$ cat src/rtl/pcie_msi_ctrl.sv
// MSI request scheduler for the PCIe bridge.
// Captures interrupt rising edges as sticky pending bits and issues them round-robin.
module pcie_msi_ctrl #(
  parameter int N_IRQ   = 4,
  parameter int TIMEOUT = 1024
) (
  input  logic             aclk,
  input  logic             aresetn,
  input  logic [N_IRQ-1:0] irq_in,
  input  logic [N_IRQ-1:0] irq_mask,
  input  logic             user_link_up,
  input  logic             msi_enable,
  input  logic [2:0]       msi_vector_width,
  output logic             intx_msi_request,
  input  logic             intx_msi_grant,
  output logic [4:0]       msi_vector_num,
  output logic [N_IRQ-1:0] pending,
  output logic             busy,
  output logic             timeout_err
);

  localparam int SW = (N_IRQ > 1) ? $clog2(N_IRQ) : 1;
  localparam int CW = $clog2(TIMEOUT);

  typedef enum logic [1:0] {
    IDLE,
    WAIT_GNT,
    GAP
  } state_t;

  state_t           state_q, state_d;
  logic [N_IRQ-1:0] irq_q;
  logic [N_IRQ-1:0] pend_q, pend_d;
  logic [N_IRQ-1:0] elig;
  logic [N_IRQ-1:0] clr;
  logic [SW-1:0]    sel_q, sel_d;
  logic [SW-1:0]    rr_q, rr_d;
  logic [SW-1:0]    pick;
  logic [SW-1:0]    nxt;
  logic [CW-1:0]    cnt_q, cnt_d;
  logic [4:0]       vec_q, vec_d;
  logic [4:0]       vmask;
  logic [2:0]       wc;
  logic             tmo_q, tmo_d;
  logic             allow_q;
  logic             found;
  int               j;

  assign elig = pend_q & ~irq_mask;
  assign nxt  = (sel_q == SW'(N_IRQ - 1)) ? '0 : sel_q + SW'(1);
  assign wc   = (msi_vector_width > 3'd5) ? 3'd5 : msi_vector_width;
  assign vmask = 5'((6'd1 << wc) - 6'd1);

  // First eligible source at or after the round-robin pointer.
  always_comb begin
    found = 1'b0;
    pick  = rr_q;
    j     = 0;
    for (int i = 0; i < N_IRQ; i++) begin
      j = int'(rr_q) + i;
      if (j >= N_IRQ) j = j - N_IRQ;
      if (!found && elig[j]) begin
        found = 1'b1;
        pick  = SW'(j);
      end
    end
  end

  always_ff @(posedge aclk or negedge aresetn) begin
    if (!aresetn) begin
      state_q <= IDLE;
      irq_q   <= '0;
      pend_q  <= '0;
      sel_q   <= '0;
      rr_q    <= '0;
      cnt_q   <= '0;
      vec_q   <= '0;
      tmo_q   <= 1'b0;
      allow_q <= 1'b0;
    end else begin
      state_q <= state_d;
      irq_q   <= irq_in;
      pend_q  <= pend_d;
      sel_q   <= sel_d;
      rr_q    <= rr_d;
      cnt_q   <= cnt_d;
      vec_q   <= vec_d;
      tmo_q   <= tmo_d;
      allow_q <= user_link_up & msi_enable;
    end
  end

  always_comb begin
    state_d = state_q;
    sel_d   = sel_q;
    rr_d    = rr_q;
    cnt_d   = cnt_q;
    vec_d   = vec_q;
    tmo_d   = 1'b0;
    clr     = '0;
    unique case (state_q)
      IDLE: begin
        if (allow_q && |elig) begin
          sel_d   = pick;
          vec_d   = 5'(pick) & vmask;
          cnt_d   = '0;
          state_d = WAIT_GNT;
        end
      end
      WAIT_GNT: begin
        cnt_d = cnt_q + CW'(1);
        if (intx_msi_grant) begin
          clr[sel_q] = 1'b1;
          rr_d       = nxt;
          state_d    = GAP;
        end else if (cnt_q == CW'(TIMEOUT - 1)) begin
          tmo_d   = 1'b1;
          rr_d    = nxt;
          state_d = GAP;
        end
      end
      GAP: begin
        cnt_d   = '0;
        state_d = IDLE;
      end
      default: state_d = IDLE;
    endcase
    // A fresh edge on the granted source wins over its clear.
    pend_d = (pend_q & ~clr) | (irq_in & ~irq_q);
  end

  always_comb begin
    intx_msi_request = (state_q == WAIT_GNT);
    busy             = (state_q == WAIT_GNT);
  end

  assign msi_vector_num = vec_q;
  assign pending        = pend_q;
  assign timeout_err    = tmo_q;

endmodule

$ cat config.mk
export PLATFORM = sky130hd
export DESIGN_NAME = pcie_msi_ctrl
export DESIGN_NICKNAME = d
export VERILOG_FILES = /design/src/rtl/pcie_msi_ctrl.sv
export SDC_FILE = /design/constraint.sdc
export NUM_CORES = 1
export LEC_CHECK = 0
export CAP_MARGIN = 20
export CORE_UTILIZATION = 44
export DETAILED_ROUTE_END_ITERATION = 16
export PLACE_DENSITY_LB_ADDON = 0.3
export SLEW_MARGIN = 15
export SYNTH_ARGS = -nofsm -noshare
export SYNTH_HDL_FRONTEND = slang
export SYNTH_SLANG_ARGS = --single-unit
$ cat constraint.sdc
create_clock -name aclk -period 5.2 [get_ports aclk]
set_input_delay 1.3 -clock aclk [delete_from_list [all_inputs] [get_ports aclk]]
set_output_delay 1.3 -clock aclk [all_outputs]
set_load 0.01 [all_outputs]
==> results of run 1 <==
## kinds of logic (layout without fill, tap and decap cells)
family | after synthesis | in the layout
and+or+nand+nor | 52 | 52
AOI/OAI and AO/OA | 36 | 36
DFF | 28 | 28
buffers and inverters | 19 | 40
adders and majority gates | 5 | 5
muxes | 3 | 3
other | 1 | 3
xor gates and xnor gates | 1 | 1
## how the worst max path moves through the flow
stage	from	end	cells past startpoint
floorplan	irq_mask[3]	cnt_q[7]	4
global placement	state_q[0]	busy	2
detailed placement	state_q[0]	intx_msi_request	2
CTS	state_q[0]	intx_msi_request	2
global route	state_q[0]	intx_msi_request	2
finish	state_q[0]	intx_msi_request	2
## per-stage QoR
stage / std cells / hold WS, ps
after global routing: 212 / 436.4
final: 212 / 431.4
after CTS: 212 / 429.5
after global placement: 208 / 403.8
after floorplan: 147 / 399.6
after detailed placement: 208 / 410.6
## layer usage
metal / GRT usage (%) / vias up / part of all wire (%)
li1: - / 559 / -
met5: 0 / - / 0
met3: 4.803 / 6 / 4.0
met1: 24.97 / 527 / 46
met2: 31.30 / 35 / 49
met4: 4.422 / 0 / 1.2
## critical path, delay by kind of cell (launching register included)
kind | cells | cell delay (ps)
flip-flops | 1 | 750
buffers and inverters | 1 | 670
AND/OR/NAND/NOR | 1 | 660
## where the power goes
part	internal (uW)	total (uW)	leakage, uW	switching [uW]
logic	113	212	0.000420	98.1
registers	273	341	0.000345	68.5
clock network	42.9	105	0.0000210	61.9
## flip-flops by register name (all words and copies together) (netlist names)
signal,count
allow_q,1
cnt_q,10
irq_q,4
msi_vector_num,2
pending,4
rr_q,2
sel_q,2
state_q,2
timeout_err,1
## cell usage in the layout (no fill, tap or decap), drive strengths merged, types with 2 or more instances in the layout
| master | count |
|---|---|
| nor3b | 2 |
| nand3 | 6 |
| a21oi | 4 |
| conb | 3 |
| clkdlybuf4s50 | 24 |
| o41ai | 2 |
| inv | 11 |
| nor4 | 2 |
| a31oi | 7 |
| nand2 | 16 |
| mux2 | 3 |
| nor2b | 5 |
| dfrtp | 28 |
| nor3 | 3 |
| o21ai | 9 |
| nand2b | 5 |
| nor2 | 6 |
| a22o | 2 |
| clkbuf | 4 |
| nand4b | 2 |
| ha | 5 |
| a211o | 2 |
## cell type report
cell class | count | area, um^2
clock buffers | 4 | 36.28
fillers | 298 | 1350
inverters | 11 | 41.29
multi-input cells | 100 | 671.9
flip-flops and latches | 28 | 700.7
well taps | 44 | 55.05
repair buffers | 25 | 247.7
==> summary.txt, run 1 <==
Worst setup path
  – Worst setup SP type: register
  – CP cell instances: nor2b_1 > clkdlybuf4s50_1
  – Req. time, crit path: around 4000 ps
  – R2R Setup Slk: slightly above 3000 ps
  – FF-to-FF End: rr_q[1]
  – Crit path max fanout: 21
  – CP Capture Type: output port
  – Reg2reg start: state_q[0]
  – Slowest-stage cell, CP: dfrtp_1
  – WP data arrival: 2400 ps
  – Largest stage delay, worst path: 750 ps
  – Class of the most critical setup path: reg2out
  – R2r worst-path depth: 3

Route
  – Avg WL per Cell: 13.75 um
  – Post-Route WL: around 3000 um
  – Vias post-DR: around 1100
  – Vias/cell: around 5.3
  – DRT iter0 DRCs: between 100 and 150
  – Final ANT Viol Nets: 0
  – Residual DRC: 0
  – Drt pass-1 iters: 4

Power
  – PwrDens: roughly 380 nW/um^2
  – P_leak: 0.0007861 uW
  – Tot Pwr: 657.7 uW
  – Maximum VDD drop: about 0.23 mV

Synth
  – Primary FF master, synth: dfrtp_1
  – Synth top cells by count: dfrtp_1 (28), nand2_1 (16), inv_1 (11)
  – Top-count cell post-synth: dfrtp_1
  – Syn Std Cell Area: about 1500 um^2
  – Post-synth EDFFs: 0
  – Cells after synthesis: around 150
  – Post-Synth Adder-Cell Area: around 4.3%
  – YS warnings: 0
  – Synth Area in Compound Gates: 18.10%
  – Synth Area in Simple Gates: about 20%
  – Synthesized flop and latch total: 28
  – Area contributors post-synth: dfrtp_1 (48%), ha_1 (4.3%), nand2_1 (4.1%)
  – Asr flop ratio synth: 100.0%
  – Distinct cells, synth: a little over 40
  – Largest family of logic cells by synthesized area: simple AND/OR/NAND/NOR gates
  – Mux share of post-synthesis cell area: between 2 and 2.5%
  – Post-synthesis sequential area ratio: between 40 and 50%
  – Top cell type's share of synthesized area: approximately half
  – Synth area leader: dfrtp_1
  – Post-synthesis area per instance: between 10 and 15 um^2
  – Area share of xor/xnor cells in the synthesized design: less than 1%

Timing
  – Setup ws final: 1498 ps
  – Fmax: roughly 270 MHz
  – Worst Max-Slew Pin Slew: 716.6 ps
  – Hold Fails Final Rpt: 0
  – RSZ-0062 raised after global routing: no
  – Final setup TNS: 0 ps
  – Final setup violation count: 0
  – Slew headroom: a little over half
  – Period utilization: 71.20%
  – Final Slew Violations: 0
  – Worst Clk Skew: between 2 and 3 ps
  – Tmin final: 3702 ps

Min path
  – WHS Endpoint: pending[2]
  – Hold Crit Class: reg2reg
  – Hold_sp: irq_q[2]
  – Hold path cells: 1

Clocking
  – CTS Sinks: 28
  – Max clock buf depth: 2
  – Setup Buffers After CTS: 0
  – CTS tree: done
  – Post-CTS resize count: 0
  – Number of buffers created by CTS: 3
  – Cts hold-fix bufs: 0
  – Root Buffer: clkbuf_4
  – # H-tree levels: 1
  – Clock transition at path regs: 140 ps
  – Worst skew pair latency: 320 ps

Die
  – Die Span Y: 59.44 um
  – Die ar.: approximately 3500 um^2
  – Core area: roughly 3100 um^2
  – Initial core utilization: a little under half
  – Die X: between 50 and 60 um
  – Rows: 20
  – # IOs: 28

Final layout
  – Fin util: ~56%
  – Ant diodes: 0
  – Finished Cell Area: 1753 um^2
  – Layout cells sized above 1: 8.929%
  – Layout area overhead: 20.78%
  – Nets@finish: between 150 and 200

Run status
  – Status: completed

Run
  – Total of max-cap violations: 0

GRT
  – Vias in the first global route: 1060
  – Initial antenna violation count: 0
  – Largest net degree at the start of global routing: 29
  – GRT Overall Usage: between 10% and 20%
  – First-pass GRT wire length: between 4000 and 5000 um
  – Gr ovfl total: 0

Placed design
  – DP Area: between 1500 and 2000 um^2
  – Worst slack, placed: roughly 1900 ps
  – DPL Wire Length: about 2200 um
  – Input/output buffers: 24
  – Gpl congestion: 0.7925
Note: power is estimated with default switching activity, not from simulation.
==> run 2, diff against run 1 <==
clock period = 3.3 ns   (was 5.2 ns; I/O delays follow)
==> run 2 against run 1 <==
  * Routed wire length is 1.4% higher
  * Via count down 0.44%
  * Critical endpoint is now busy
  * Hold slack got worse by 4.9 ps
  * Sequential share of layout area is 0.53 points lower
  * Flip-flop and latch count unchanged
  * Global-route usage grew 0.13 points
  * Total power is 66% higher
  * First-iteration DRC count shrank 20%
  * Utilization is 0.77 points higher
  * Combinational power up 58%
==> summary.txt, run 2 (synthesis results as in run 1) <==
Route
  – Residual DRC: 0
  – Final ANT Viol Nets: 0
  – DRT iter0 DRCs: 83
  – Post-Route WL: between 2000 and 3000 um
  – Drt pass-1 iters: 4
  – Vias post-DR: about 1100
  – Avg WL per Cell: 13.88 um
  – Vias/cell: ~5.3

Worst setup path
  – CP cell instances: nor2b_1 > clkdlybuf4s50_1
  – Slowest-stage cell, CP: dfrtp_1
  – Req. time, crit path: roughly 2500 ps
  – R2R Setup Slk: 1360 ps
  – Class of the most critical setup path: reg2out
  – R2r worst-path depth: 4
  – FF-to-FF End: rr_q[0]
  – CP Capture Type: output port
  – Largest stage delay, worst path: roughly 740 ps
  – Worst setup SP type: register
  – WP data arrival: around 2000 ps
  – Reg2reg start: state_q[0]
  – Crit path max fanout: 21

Final layout
  – Largest register FFs: 10
  – Reg area: 700.7 um^2
  – Area of the multi-input gates: 671.9 um^2
  – Commonest non-fill, non-tap cell in the layout: dfrtp_1
  – FILL cells: a little under 300
  – Layout cells sized above 1: under 10%
  – Register with the most flip-flops: cnt_q
  – Ant diodes: 0
  – Fin cells: 213
  – Most frequent cells in the layout: dfrtp_1 (28), clkdlybuf4s50_1 (24), nand2_1 (16)
  – Layout area overhead: 22.41%
  – Nets@finish: ~190

Clocking
  – Worst skew pair latency: roughly 330 ps
  – Cts hold-fix bufs: 0
  – CTS Sinks: 28
  – Number of buffers created by CTS: 3
  – Setup Buffers After CTS: 0
  – Post-CTS resize count: 0
  – CTS tree: done
  – Max clock buf depth: 2
  – Root Buffer: clkbuf_4
  – Clock transition at path regs: around 160 ps
  – # H-tree levels: 1

Placed design
  – Worst slack, placed: ~650 ps
  – DPL Wire Length: approximately 2200 um
  – Dpl cells: 209
  – Gpl congestion: 0.8217
  – Input/output buffers: 24

GRT
  – Initial antenna violation count: 0
  – GR Util met3: 3.493%
  – Gr ovfl total: 0
  – Met2 usage: 32.42%
  – First-pass GRT wire length: between 4000 and 5000 um
  – Grt met1 use: 24.26%
  – Gr busiest metal: met2
  – GRT Overall Usage: 19.11%
  – Vias in the first global route: around 1100
  – Largest net degree at the start of global routing: 29

Timing
  – Hold Fails Final Rpt: 0
  – Period utilization: 85.98%
  – Tmin final: around 2800 ps
  – Fmax: between 300 and 400 MHz
  – Worst Max-Slew Pin Slew: between 600 and 700 ps
  – Setup ws final: 462.7 ps
  – RSZ-0062 raised after global routing: no
  – Final Slew Violations: 0
  – Worst Clk Skew: around 17 ps
  – Slew headroom: a little under three fifths
  – Final setup violation count: 0
  – Hold slack: approximately 430 ps
  – Final setup TNS: 0 ps

Power
  – PwrDens: between 600 and 700 nW/um^2
  – Tot Pwr: 1091 uW
  – P_leak: roughly 0.0008 uW
  – Maximum VDD drop: 0.4322 mV

Min path
  – Hold Crit Class: reg2reg
  – WHS Endpoint: pending[2]
  – Hold path cells: 1
  – Hold_sp: irq_q[2]

Die
  – Die X: a little under 60 um
  – # IOs: 28
  – Core area: between 3000 and 4000 um^2
  – Die Span Y: between 50 and 60 um
  – Die ar.: 3533 um^2
  – Initial core utilization: 46.77%
  – Rows: 20

Run
  – Total of max-cap violations: 0

Run status
  – Status: completed
[run 2: worst max-delay path by stage]
stage / startpoint / end / cells after the start
final: state_q[0] / busy / 2
after global routing: state_q[0] / busy / 2
after CTS: state_q[0] / busy / 2
after detailed placement: irq_mask[3] / cnt_q[9] / 5
after global placement: irq_mask[2] / cnt_q[6] / 5
after floorplan: irq_mask[3] / cnt_q[7] / 4
[run 2: metrics by stage]
step	cell area, um^2	util, %
after CTS	1777	57.26
after detailed placement	1724	55.56
after floorplan	1459	-
after global routing	1777	57.26
after global placement	1724	55.56
final	1777	57.26
[run 2: final cells by class]
cell class                      count  area share, %
Multi-Input combinational cell    100          37.82
Timing Repair Buffer               26          14.37
Tap cell                           44          3.099
Clock inverter                      1          1.690
Clock buffer                        3          1.268
Sequential cell                    28          39.44
Inverter                           11          2.324
[run 2: where the power goes]
group / leakage, uW / switching [uW] / internal, uW
clock: 0.0000279 / 99.9 / 123
sequential: 0.000345 / 104 / 430
combinational: 0.000425 / 153 / 182
total: 0.000798 / 356 / 735
[run 2: layer usage]
metal | wire length, um | vias up
met5 | 0 | -
met3 | 115 | 6
met1 | 1303 | 528
met4 | 50 | 0
li1 | - | 563
met2 | 1487 | 25
[run 2: worst max-delay path, delay by kind of cell, from the launching register on]
kind | cells | cell delay, ps
simple gates | 1 | 340
flops | 1 | 740
buf+inv | 1 | 600
==> run 3, diff against run 2 <==
CORE_UTILIZATION = 46   (was 44)
==> run 3 against run 2 <==
  * Die area shrank 4.2%
  * Flip-flop and latch count is the same
  * Combinational power barely moved
  * Setup slack better by 100 ps
  * Critical path type unchanged
  * Largest power group unchanged
==> summary.txt, run 3 (synthesis results as in run 1) <==
GRT
  – First-pass GRT wire length: ~4700 um
  – Vias in the first global route: about 1100
  – Largest net degree at the start of global routing: 29
  – GRT Overall Usage: a little under a fifth
  – Initial antenna violation count: 0
  – Gr ovfl total: 0

Route
  – Final ANT Viol Nets: 0
  – Drt pass-1 iters: 5
  – Post-Route WL: around 2900 um
  – Avg WL per Cell: about 13 um
  – Vias post-DR: around 1200
  – Residual DRC: 0
  – DRT iter0 DRCs: 94
  – Vias/cell: around 5.5

Final layout
  – Ant diodes: 0
  – FILL cells: ~270
  – Reg area: about 700 um^2
  – Layout cells sized above 1: just under 9%
  – Layout area overhead: 20.35%
  – Most frequent cells in the layout: dfrtp_1 (28), clkdlybuf4s50_1 (24), nand2_1 (16)
  – Commonest non-fill, non-tap cell in the layout: dfrtp_1
  – Nets@finish: about 190
  – Largest register FFs: 10
  – Area of the multi-input gates: ~670 um^2
  – Register with the most flip-flops: cnt_q

Clocking
  – Worst skew pair latency: 330 ps
  – Max clock buf depth: 2
  – Number of buffers created by CTS: 3
  – Cts hold-fix bufs: 0
  – Clock transition at path regs: roughly 130 ps
  – Root Buffer: clkbuf_4
  – CTS Sinks: 28
  – Post-CTS resize count: 0
  – Setup Buffers After CTS: 0
  – CTS tree: done
  – # H-tree levels: 1

Run
  – Total of max-cap violations: 0

Worst setup path
  – Class of the most critical setup path: reg2out
  – CP cell instances: nor2b_1 > clkdlybuf4s50_1
  – Slowest-stage cell, CP: dfrtp_1
  – Largest stage delay, worst path: roughly 740 ps
  – Crit path max fanout: 21
  – WP data arrival: around 1900 ps
  – Req. time, crit path: around 2500 ps
  – Worst setup SP type: register
  – CP Capture Type: output port

Timing
  – Worst Max-Slew Pin Slew: ~650 ps
  – Worst Clk Skew: around 5.2 ps
  – Fmax: ~370 MHz
  – Hold Fails Final Rpt: 0
  – Final Slew Violations: 0
  – Hold slack: about 430 ps
  – Tmin final: 2733 ps
  – Final setup violation count: 0
  – RSZ-0062 raised after global routing: no
  – Period utilization: 82.81%
  – Final setup TNS: 0 ps
  – Slew headroom: between 50% and 60%

Die
  – Core area: 3028 um^2
  – Die X: about 58 um
  – Die Span Y: about 58 um
  – # IOs: 28
  – Initial core utilization: 47.93%
  – Rows: 20
  – Die ar.: ~3400 um^2

Placed design
  – DPL Wire Length: 2120 um
  – Input/output buffers: 24
  – Gpl congestion: 0.8734

Power
  – Maximum VDD drop: about 0.43 mV
  – PwrDens: slightly below 600 nW/um^2
  – P_leak: between 0.0007 and 0.0008 uW

Min path
  – Hold Crit Class: reg2reg

Run status
  – Status: completed
==> run 3: cell count changes in the layout (fill, tap and decap cells not counted) <==
cell and change:
bufinv_16 -1
==> run 3: critical path, delay by kind of cell (launching register included) <==
kind                   cells  cell delay, ps
buffers and inverters      1             570
flip-flops                 1             740
AND/OR/NAND/NOR            1             270
==> run 3: final cells by class <==
class	count	area share (%)
flip-flops and latches	28	40.11
inverters	11	2.364
well taps	44	3.152
repair buffers	26	14.61
clock buffers	3	1.289
multi-input cells	100	38.47
==> run 3: path summary, 6_finish.rpt <==
kind	to	depth (start not counted)	from	slack [ps]
min	pending[0]	1	irq_q[0]	430
max in group asynchronous	irq_q[3]	2	aresetn	2190
min reg2reg	pending[0]	1	irq_q[0]	430
min in group asynchronous	cnt_q[1]	2	aresetn	850
max reg2reg	rr_q[0]	5	cnt_q[1]	1400
max	busy	2	state_q[0]	570
==> run 3: routing by layer <==
layer  up-vias  routed length, um  track usage (%)  share of wire [%]
li1        566                  -                -                  -
met4         0                 60            8.503                2.1
met3         8                150            4.464                5.3
met1       550               1243            24.71                 44
met5         -                  0                0                  0
met2        38               1400            28.24                 49
==> run 3: power by group <==
group	internal, uW	switching, uW
Combinational	183	153
Clock	42.9	95.9
Sequential	430	107
==> run 3: metrics by stage <==
stage | total power [uW] | std cells | setup slack [ps] | instance area (um^2) | util [%]
detailed placement | 881.3 | 209 | 688.2 | 1724 | 56.94
CTS | 1019 | 212 | 547.3 | 1747 | 57.69
global route | 1087 | 212 | 443.6 | 1747 | 57.69
finish | 1012 | 212 | 567.1 | 1747 | 57.69
global placement | 859.3 | 209 | 704.6 | 1724 | 56.94
floorplan | 733.0 | 147 | 1292 | 1459 | -
